`config.mk`:
```
export PLATFORM = sky130hd
export DESIGN_NAME = pattern_blinker_flat
export DESIGN_NICKNAME = d
export VERILOG_FILES = /design/src/rtl/pattern_blinker_pkg.sv /design/src/rtl/pattern_blinker_if.sv /design/src/rtl/pattern_blinker_rate_prescaler.sv /design/src/rtl/pattern_blinker.sv /design/src/flat_wrapper.sv
export SDC_FILE = /design/constraint.sdc
export NUM_CORES = 1
export LEC_CHECK = 0
export ABC_AREA = 1
export CAP_MARGIN = 20
export CORE_UTILIZATION = 40
export CTS_BUF_LIST = sky130_fd_sc_hd__clkbuf_8
export CTS_CLUSTER_DIAMETER = 30
export DETAILED_ROUTE_END_ITERATION = 6
export PLACE_DENSITY = 0.8
export SYNTH_ARGS = -nofsm -noshare
export SYNTH_HDL_FRONTEND = slang
export SYNTH_SLANG_ARGS = --single-unit
```
`constraint.sdc`:
```
create_clock -name CLOCK -period 1.6 [get_ports CLOCK]
set_input_delay 0.32 -clock CLOCK [delete_from_list [all_inputs] [get_ports CLOCK]]
set_output_delay 0.32 -clock CLOCK [all_outputs]
set_load 0.01 [all_outputs]
```
`src/rtl/pattern_blinker_pkg.sv`:
```
// Shared definitions for the pattern_blinker block: channel mode encoding
// and the PHASE width helper.
package pattern_blinker_pkg;

  typedef enum logic [1:0] {
    MODE_OFF     = 2'b00,
    MODE_ON      = 2'b01,
    MODE_SQUARE  = 2'b10,
    MODE_PATTERN = 2'b11
  } mode_e;

  function automatic int phase_width(input int pattern_bits);
    return (pattern_bits > 1) ? $clog2(pattern_bits) : 1;
  endfunction

endpackage

```
`src/rtl/pattern_blinker_if.sv`:
```
// Control and status bundle between a pattern_blinker and whatever programs it.
interface pattern_blinker_if
  import pattern_blinker_pkg::*;
#(
  parameter int WIDTH        = 20,
  parameter int CHANNELS     = 4,
  parameter int PATTERN_BITS = 8
);

  localparam int PHASE_W = phase_width(PATTERN_BITS);

  logic                             ENABLE;
  logic [WIDTH-1:0]                 DIVISOR;
  logic [2*CHANNELS-1:0]            MODE;
  logic [PATTERN_BITS*CHANNELS-1:0] PATTERN;
  logic                             TICK;
  logic [PHASE_W-1:0]               PHASE;
  logic [CHANNELS-1:0]              OUT;

  modport master (
    output ENABLE, DIVISOR, MODE, PATTERN,
    input  TICK, PHASE, OUT
  );

  modport slave (
    input  ENABLE, DIVISOR, MODE, PATTERN,
    output TICK, PHASE, OUT
  );

endinterface

```
`src/rtl/pattern_blinker_rate_prescaler.sv`:
```
// Programmable prescaler: counts 0..div_shadow and emits a one-cycle TICK per wrap.
// DIVISOR is only sampled at reset and at each wrap, so a period is never cut short.
module rate_prescaler #(
  parameter int WIDTH = 20
) (
  input  logic             CLOCK,
  input  logic             RESET,
  input  logic             ENABLE,
  input  logic [WIDTH-1:0] DIVISOR,
  output logic             TICK
);

  logic [WIDTH-1:0] count_q, count_d;
  logic [WIDTH-1:0] div_shadow_q, div_shadow_d;
  logic             tick_q, tick_d;
  logic             wrap;

  // NOTE: every signal written here gets a default before any branch, so no latch is inferred.
  always_comb begin
    wrap         = ENABLE && (count_q == div_shadow_q);
    count_d      = count_q;
    div_shadow_d = div_shadow_q;
    tick_d       = 1'b0;
    if (wrap) begin
      count_d      = '0;
      div_shadow_d = DIVISOR;
      tick_d       = 1'b1;
    end else if (ENABLE) begin
      count_d = count_q + WIDTH'(1);
    end
  end

  // NOTE: state uses non-blocking '<=' so every flop updates from pre-edge values.
  always_ff @(posedge CLOCK) begin
    if (RESET) begin
      count_q      <= '0;
      div_shadow_q <= DIVISOR;
      tick_q       <= 1'b0;
    end else begin
      count_q      <= count_d;
      div_shadow_q <= div_shadow_d;
      tick_q       <= tick_d;
    end
  end

  assign TICK = tick_q;

endmodule

```
`src/rtl/pattern_blinker.sv`:
```
// Multi-channel LED/pin pattern generator: shared prescaler, shared PHASE and
// square-wave toggle, and a registered per-channel output mux.
module pattern_blinker
  import pattern_blinker_pkg::*;
#(
  parameter int WIDTH        = 20,
  parameter int CHANNELS     = 4,
  parameter int PATTERN_BITS = 8
) (
  input  logic              CLOCK,
  input  logic              RESET,
  pattern_blinker_if.slave  bus
);

  localparam int PHASE_W = phase_width(PATTERN_BITS);

  logic                tick;
  logic [PHASE_W-1:0]  phase_base_q, phase_base_d, phase;
  logic                toggle_base_q, toggle_base_d, toggle;
  logic [CHANNELS-1:0] out_q, out_d;

  rate_prescaler #(.WIDTH(WIDTH)) u_prescaler (
    .CLOCK   (CLOCK),
    .RESET   (RESET),
    .ENABLE  (bus.ENABLE),
    .DIVISOR (bus.DIVISOR),
    .TICK    (tick)
  );

  // TICK is the registered wrap flag; folding it into the base registers makes
  // PHASE and toggle step on the same edge as TICK, while the bases absorb it next cycle.
  assign phase  = phase_base_q + PHASE_W'(tick);
  assign toggle = toggle_base_q ^ tick;

  always_comb begin
    phase_base_d  = phase;
    toggle_base_d = toggle;
  end

  for (genvar c = 0; c < CHANNELS; c++) begin : g_chan
    logic [PATTERN_BITS-1:0] pat;
    logic                    out_nxt;

    assign pat = bus.PATTERN[PATTERN_BITS*c +: PATTERN_BITS];

    always_comb begin
      out_nxt = 1'b0;
      case (mode_e'(bus.MODE[2*c +: 2]))
        MODE_OFF:     out_nxt = 1'b0;
        MODE_ON:      out_nxt = 1'b1;
        MODE_SQUARE:  out_nxt = toggle;
        MODE_PATTERN: out_nxt = pat[phase];
        default:      out_nxt = 1'b0;
      endcase
    end

    assign out_d[c] = out_nxt;
  end

  always_ff @(posedge CLOCK) begin
    if (RESET) begin
      phase_base_q  <= '0;
      toggle_base_q <= 1'b0;
      out_q         <= '0;
    end else begin
      phase_base_q  <= phase_base_d;
      toggle_base_q <= toggle_base_d;
      out_q         <= out_d;
    end
  end

  assign bus.TICK  = tick;
  assign bus.PHASE = phase;
  assign bus.OUT   = out_q;

endmodule

```
`src/flat_wrapper.sv`:
```
// flat-port wrapper written by rule: the top's interface ports become plain ports
module pattern_blinker_flat import pattern_blinker_pkg::*;
#(
  parameter int WIDTH        = 20,
  parameter int CHANNELS     = 4,
  parameter int PATTERN_BITS = 8
)
  (CLOCK, RESET, bus_ENABLE, bus_DIVISOR, bus_MODE, bus_PATTERN, bus_TICK, bus_PHASE, bus_OUT);
  pattern_blinker_if #(.WIDTH(WIDTH), .CHANNELS(CHANNELS), .PATTERN_BITS(PATTERN_BITS)) bus_i ();
  input  logic CLOCK;
  input  logic RESET;
  input wire logic [$bits(bus_i.ENABLE)-1:0] bus_ENABLE;
  input wire logic [$bits(bus_i.DIVISOR)-1:0] bus_DIVISOR;
  input wire logic [$bits(bus_i.MODE)-1:0] bus_MODE;
  input wire logic [$bits(bus_i.PATTERN)-1:0] bus_PATTERN;
  output wire logic [$bits(bus_i.TICK)-1:0] bus_TICK;
  output wire logic [$bits(bus_i.PHASE)-1:0] bus_PHASE;
  output wire logic [$bits(bus_i.OUT)-1:0] bus_OUT;
  assign bus_i.ENABLE = bus_ENABLE;
  assign bus_i.DIVISOR = bus_DIVISOR;
  assign bus_i.MODE = bus_MODE;
  assign bus_i.PATTERN = bus_PATTERN;
  assign bus_TICK = bus_i.TICK;
  assign bus_PHASE = bus_i.PHASE;
  assign bus_OUT = bus_i.OUT;
  pattern_blinker #(.WIDTH(WIDTH), .CHANNELS(CHANNELS), .PATTERN_BITS(PATTERN_BITS)) u_core (.CLOCK(CLOCK), .RESET(RESET), .bus(bus_i));
endmodule
```
==> After elaboration in Yosys (flattened, before gate mapping) <==
Index checks and enable logic that the tools add are counted.
{ "totals": {"register_bits": 49, "in_bits": 63, "output_inout_bits": 8, "elab_cells": 45} }
{ "op_classes": {"addsub": 2, "magnitude_cmp": 1, "n_eq_ne": 13, "muxes": 15, "n_bitwise": 1, "n_reduce_logical": 7} }
{ "ops": {"columns": ["op", "n"], "rows": [
  ["two-way mux 20 bit", 2],
  ["adder 20 x 1 -> 20 bit (second input constant)", 1],
  ["equality test 20 bit", 1],
  ["equality test 2 bit (second input constant)", 8],
  ["case mux 1 bit (4 select lines)", 4],
  ["binary-select mux 1 bit (select 3 bit)", 4],
  ["equality test 2 x 1 -> 1 bit (second input constant)", 4],
  ["logical NOT 2 bit", 4],
  ["two-way mux 1 bit", 5],
  ["less-than comparator 3 x 4 -> 1 bit (second input constant)", 1],
  ["adder 3 x 1 -> 3 bit", 1],
  ["nonzero test 2 bit", 1],
  ["OR reduction 2 bit", 1],
  ["logical AND 1 bit", 1],
  ["XOR 1 bit", 1]
]} }

==> Depth between registers and ports, before layout <==
{ "logic_depth": {"word_depth": 4, "ltp_mapped": 10, "mapped_depth_nobuf": 10} }

==> By module <==
From an unflattened synthesis, not the netlist that was laid out.
{ "unflattened": {"hier_cells": 416, "area_unflattened_um2": 2855.2} }
{ "modules_own_cells": {"columns": ["module", "instances", "cells_per_inst", "area_per_inst_um2", "seq_area_each_um2"], "rows": [
  ["rate_prescaler", 1, 263, 2047.0, 1021.0],
  ["pattern_blinker", 1, 153, 808.3, 160.2]
]} }

==> Least setup slack after synthesis <==
No wires, ideal clock.
{ "synth_path": {"path_kind": "reg2reg", "startpoint": "register u_core.u_prescaler.tick_q (netlist: u_core.u_prescaler.TICK)", "endpoint": "register u_core.out_q[0] (netlist: u_core.bus.OUT[0])", "setup_time_ns": 0.109, "t_arrival_ns": 1.493, "required_time_ns": 1.491, "slack_ns": -0.002, "stages_incl_launch_ff": 10, "n_path_buf": 1, "synth_period_minus_slack_ns": 1.602, "cell_sequence": "dfxtp_1 -> ha_1 -> ha_1 -> buf_2 -> inv_1 -> nand3_1 -> nand3_1 -> nand3b_1 -> nand2_1 -> inv_1"} }
{ "synth_between": {"elab_chain_cells": 4, "word_cells_on_any_way": 5, "classes_between": "add/sub (1); mux (3); bitwise (1)"} }
{ "synth_lines": {"columns": ["element", "line_no", "rtl"], "rows": [
  ["start: declaration", "pattern_blinker_rate_prescaler.sv:15", "logic tick_q, tick_d;"],
  ["start signal: assignment", "pattern_blinker_rate_prescaler.sv:42", "tick_q <= tick_d;"],
  ["adder 3 x 1 -> 3 bit", "pattern_blinker.sv:32", "assign phase = phase_base_q + PHASE_W'(tick);"],
  ["via bus_PHASE[1]", "flat_wrapper.sv:17", "output wire logic [$bits(bus_i.PHASE)-1:0] bus_PHASE;"],
  ["binary-select mux 1 bit (select 3 bit)", "pattern_blinker.sv:52", "MODE_PATTERN: out_nxt = pat[phase];"],
  ["two-way mux 1 bit (not written as such)", "pattern_blinker.sv:52", null],
  ["case mux 1 bit (4 select lines)", "pattern_blinker.sv:48", "case (mode_e'(bus.MODE[2*c +: 2]))"],
  ["end signal: assignment", "pattern_blinker.sv:68", "out_q <= out_d;"],
  ["end: declaration", "pattern_blinker.sv:20", "logic [CHANNELS-1:0] out_q, out_d;"]
]} }
The timed path passes the listed nets, and every way through them passes these cells. The select of a mux whose other input is x is not followed.
A chain may end at the register's enable or synchronous reset.

==> Final worst setup path <==
{ "layout_path": {"startpoint": "register u_core.u_prescaler.tick_q (netlist: u_core.u_prescaler.TICK)", "endpoint": "output port bus_PHASE[2]"} }
{ "layout_between": {"elab_chain_cells": 1} }
{ "layout_lines": {"columns": ["element", "line_no"], "rows": [
  ["adder 3 x 1 -> 3 bit", "pattern_blinker.sv:32"],
  ["end: declaration", "flat_wrapper.sv:17"]
]} }
Every way passes these cells.

==> summary.txt <==
STA
  – Tmin final: 1630 ps
  – Max-slew violation count: 0
  – Setup-failing EPs final: 1
  – RSZ-0062 raised after global routing: yes
  – Worst-margin pin slew: 373 ps
  – Final worst setup slack: -25.7 ps
  – Min Hold Slack: 544 ps
  – Skew final: 5.24 ps
  – Period utilization: 1.02
  – Slew HR: 0.750
  – Fin. Hold Viols: 0
  – Highest Clock Rate: 615 MHz
  – Setup TNS: -25.7 ps

Final layout
  – # fillers: 547
  – Nets: 536
  – # diodes: 0
  – Synthesis-to-layout area growth: 47.8%
  – Share of layout cells above drive strength 1: 0.142
  – Final Non-Filler Cells: between 500 and 600

Die
  – Row Count: 29
  – Initial Util: 0.417
  – Die area: 6940 µm²
  – I/O Pins: 71
  – Die H: 83.3 µm
  – Die Wd: roughly 83 µm
  – Core area: 6350 µm²

Place
  – GPL Wtd Cong: 0.862
  – # port buffers: 70
  – Post-DP HPWL: 4910 µm
  – Inst Count DP: 534

Logic synthesis
  – Synth cell types: 24
  – Post-Syn Area: 2650 µm²
  – Syn Area/Cell: 7.19 µm²
  – Syn nets: 434
  – Sequential area share after synthesis: 0.446
  – Synthesis-stage register bit count: 49
  – Synth Warn #: 0
  – Cells after Synth: 368

Clock tree
  – Deepest clock path buffer count: 2
  – TritonCTS Buffers: 5
  – Root buf cell: clkbuf_8
  – Clock sink total: 49
  – Later-pin clock latency in the skew report: 310 ps
  – CTS H-tree lvls: 2
  – Clk slew on worst S/H paths: 90 ps
  – CTS tree: built

GRT
  – Initial antenna violation count: 0
  – Global-route wire length before repair: 10,300 µm
  – GR Util All Layers: 0.186
  – Vias in the first global route: 2,567
  – Largest net degree at the start of global routing: 20
  – Global route overflow: 0

Routing
  – Drt initial violations: between 90 and 100
  – Routed WL: 6300 µm
  – Via count: around 2,600
  – Vias per inst: 4.71
  – Post-route DRC: 0
  – Pre-antenna DRT Iters: 4
  – Wire per inst: 11.5 µm
  – Post-route ant nets: 0

Worst setup path
  – Worst r2r src: u_core.u_prescaler.div_shadow_q[19]
  – Worst Setup SP: u_core.u_prescaler.TICK
  – Kind of critical path: reg -> out
  – Reg2Reg Setup Slack: 30 ps
  – Reg-to-Reg End: u_core.u_prescaler.div_shadow_q[14]
  – Startpoint types: flop
  – CP arrival: roughly 1300 ps
  – CP endpoint kind: primary output
  – Reg2reg path depth: 8
  – Crit Path Max Fanout: 2
  – WP data required: roughly 1300 ps

Run
  – Maximum capacitance violations: 0

Power
  – Peak VDD IR: 0.821 mV
  – Power Total: 2.67 mW
  – Pwr/cell area: 683 nW/µm²
  – P_leak: 1.67 nW

Outcome
  – Failing checks: negative setup slack
  – Outcome: complete, but fails checks

Min path
  – HP Start: u_core.u_prescaler.count_q[18]
  – Hold EP: u_core.u_prescaler.count_q[18]
  – Worst hold path class: reg -> reg
  – Worst hold path stage count: 4
==> report_power, final <==
group / switching, mW / total [mW] / internal (mW) / leakage [nW]
combinational: 0.129 / 0.364 / 0.235 / 1.18
clock: 0.416 / 0.924 / 0.508 / 0.0574
sequential: 0.0274 / 1.38 / 1.35 / 0.434
total: 0.573 / 2.67 / 2.10 / 1.67
==> area by class of cell <==
class,count,area [µm²],share of cell area
clock inverter,2,37.5,0.00960
inverter,51,191,0.0489
timing repair buffer,102,1040,0.266
clock buffer,6,82.6,0.0211
multi-input combinational,261,1270,0.326
sequential,49,1190,0.304
tap,77,96.3,0.0246
==> layer usage <==
layer,wire length (µm),up-vias,GRT usage,part of all wire
met3,523,14,0.0676,0.083
met4,157,0,0.0690,0.025
met2,3220,93,0.349,0.51
met5,0,-,0,0
li1,-,1328,-,-
met1,2400,1147,0.185,0.38
==> synthesized netlist by cell type <==
cell type    n  area [µm²]
nand3_1     20         100
inv_1       50         188
ha_1         3        37.5
inv_2        1        3.75
o21ai_0     12        60.1
nor2_4       2        22.5
o21ai_1      1        5.00
nand2_2      3        18.8
nand4_1      2        12.5
nand3b_1     4        30.0
xnor2_1      4        35.0
nor2_2       3        18.8
buf_2        3        15.0
nor3_1       4        20.0
nor2_1      61         229
buf_4        2        15.0
edfxtp_1    20         601
nand2_1    121         454
a21oi_1      1        5.00
xor2_1      16         140
buf_6        2        22.5
nand3_2      2        20.0
or2_1        2        12.5
dfxtp_1     29         581
==> flip-flops by register name, indices dropped and copies added (netlist names) <==
signal	count
u_core.u_prescaler.count_q	20
u_core.bus.OUT	4
u_core.u_prescaler.div_shadow_q	20
u_core.u_prescaler.TICK	1
u_core.phase_base_q	3
u_core.toggle_base_q	1
==> what timing repair did <==
action / in CTS / in global routing
pin swaps: 1 / 1
buffers inserted: 2 / 1
hold buffers: 0 / 0
endpoints found under the hold margin: 0 / 0
resized for setup: 18 / 16
endpoints found under the setup margin: 14 / 40
cloned: 0 / 3
==> through the flow <==
step / util / setup WS [ps] / cell area [µm²]
floorplan: - / 26.1 / 2660
global placement: 0.573 / -227 / 3640
detailed placement: 0.573 / -243 / 3640
CTS: 0.598 / -26.8 / 3800
global route: 0.616 / -93.8 / 3910
finish: 0.616 / -25.7 / 3910
==> critical path, stage by stage (launching register included) <==
cell     delay [ps]
dfxtp_2         340
ha_4            160
ha_4            170
xnor2_4         150
inv_2            60
buf_6           120
==> worst max path at each step <==
stage	endpoint	slack, ps	depth (start not counted)
2_1_floorplan	u_core.bus.OUT[0]	30	8
3_3_place_gp	u_core.u_prescaler.div_shadow_q[6]	-230	8
3_5_place_dp	bus_PHASE[2]	-240	5
4_1_cts	bus_PHASE[2]	-30	5
5_1_grt	u_core.u_prescaler.div_shadow_q[14]	-90	9
6_report	bus_PHASE[2]	-30	5
==> kinds of logic after synthesis <==
logic type      count (synthesis)  share of synthesized area
compound gates                 14                     0.0265
xor+xnor                       20                     0.0662
fa+ha+maj                       3                     0.0142
buf+inv                        58                     0.0922
flops                          49                      0.446
simple gates                  224                      0.355
==> cells in the final DEF, fill, tap and decap left out, types with 2 or more instances in the layout <==
cell and n:
nand2_1 121, clkdlybuf4s50_1 66, nor2_1 59, inv_1 48, buf_4 24, dfxtp_1 22, nand3_1 20, edfxtp_1 20
xor2_1 16, o21ai_0 9, dfxtp_2 7, clkbuf_8 6, nor2_2 5, o21ai_1 4, nand3b_1 4, nor3_1 4
buf_6 4, inv_2 3, xnor2_1 3, clkbuf_16 3, buf_12 3, or2_1 2, nand3_2 2, nand2_2 2
nor2_4 2, nand4_1 2, ha_4 2, dlygate4sd2_1 2
(Power assumes the default switching activity.)
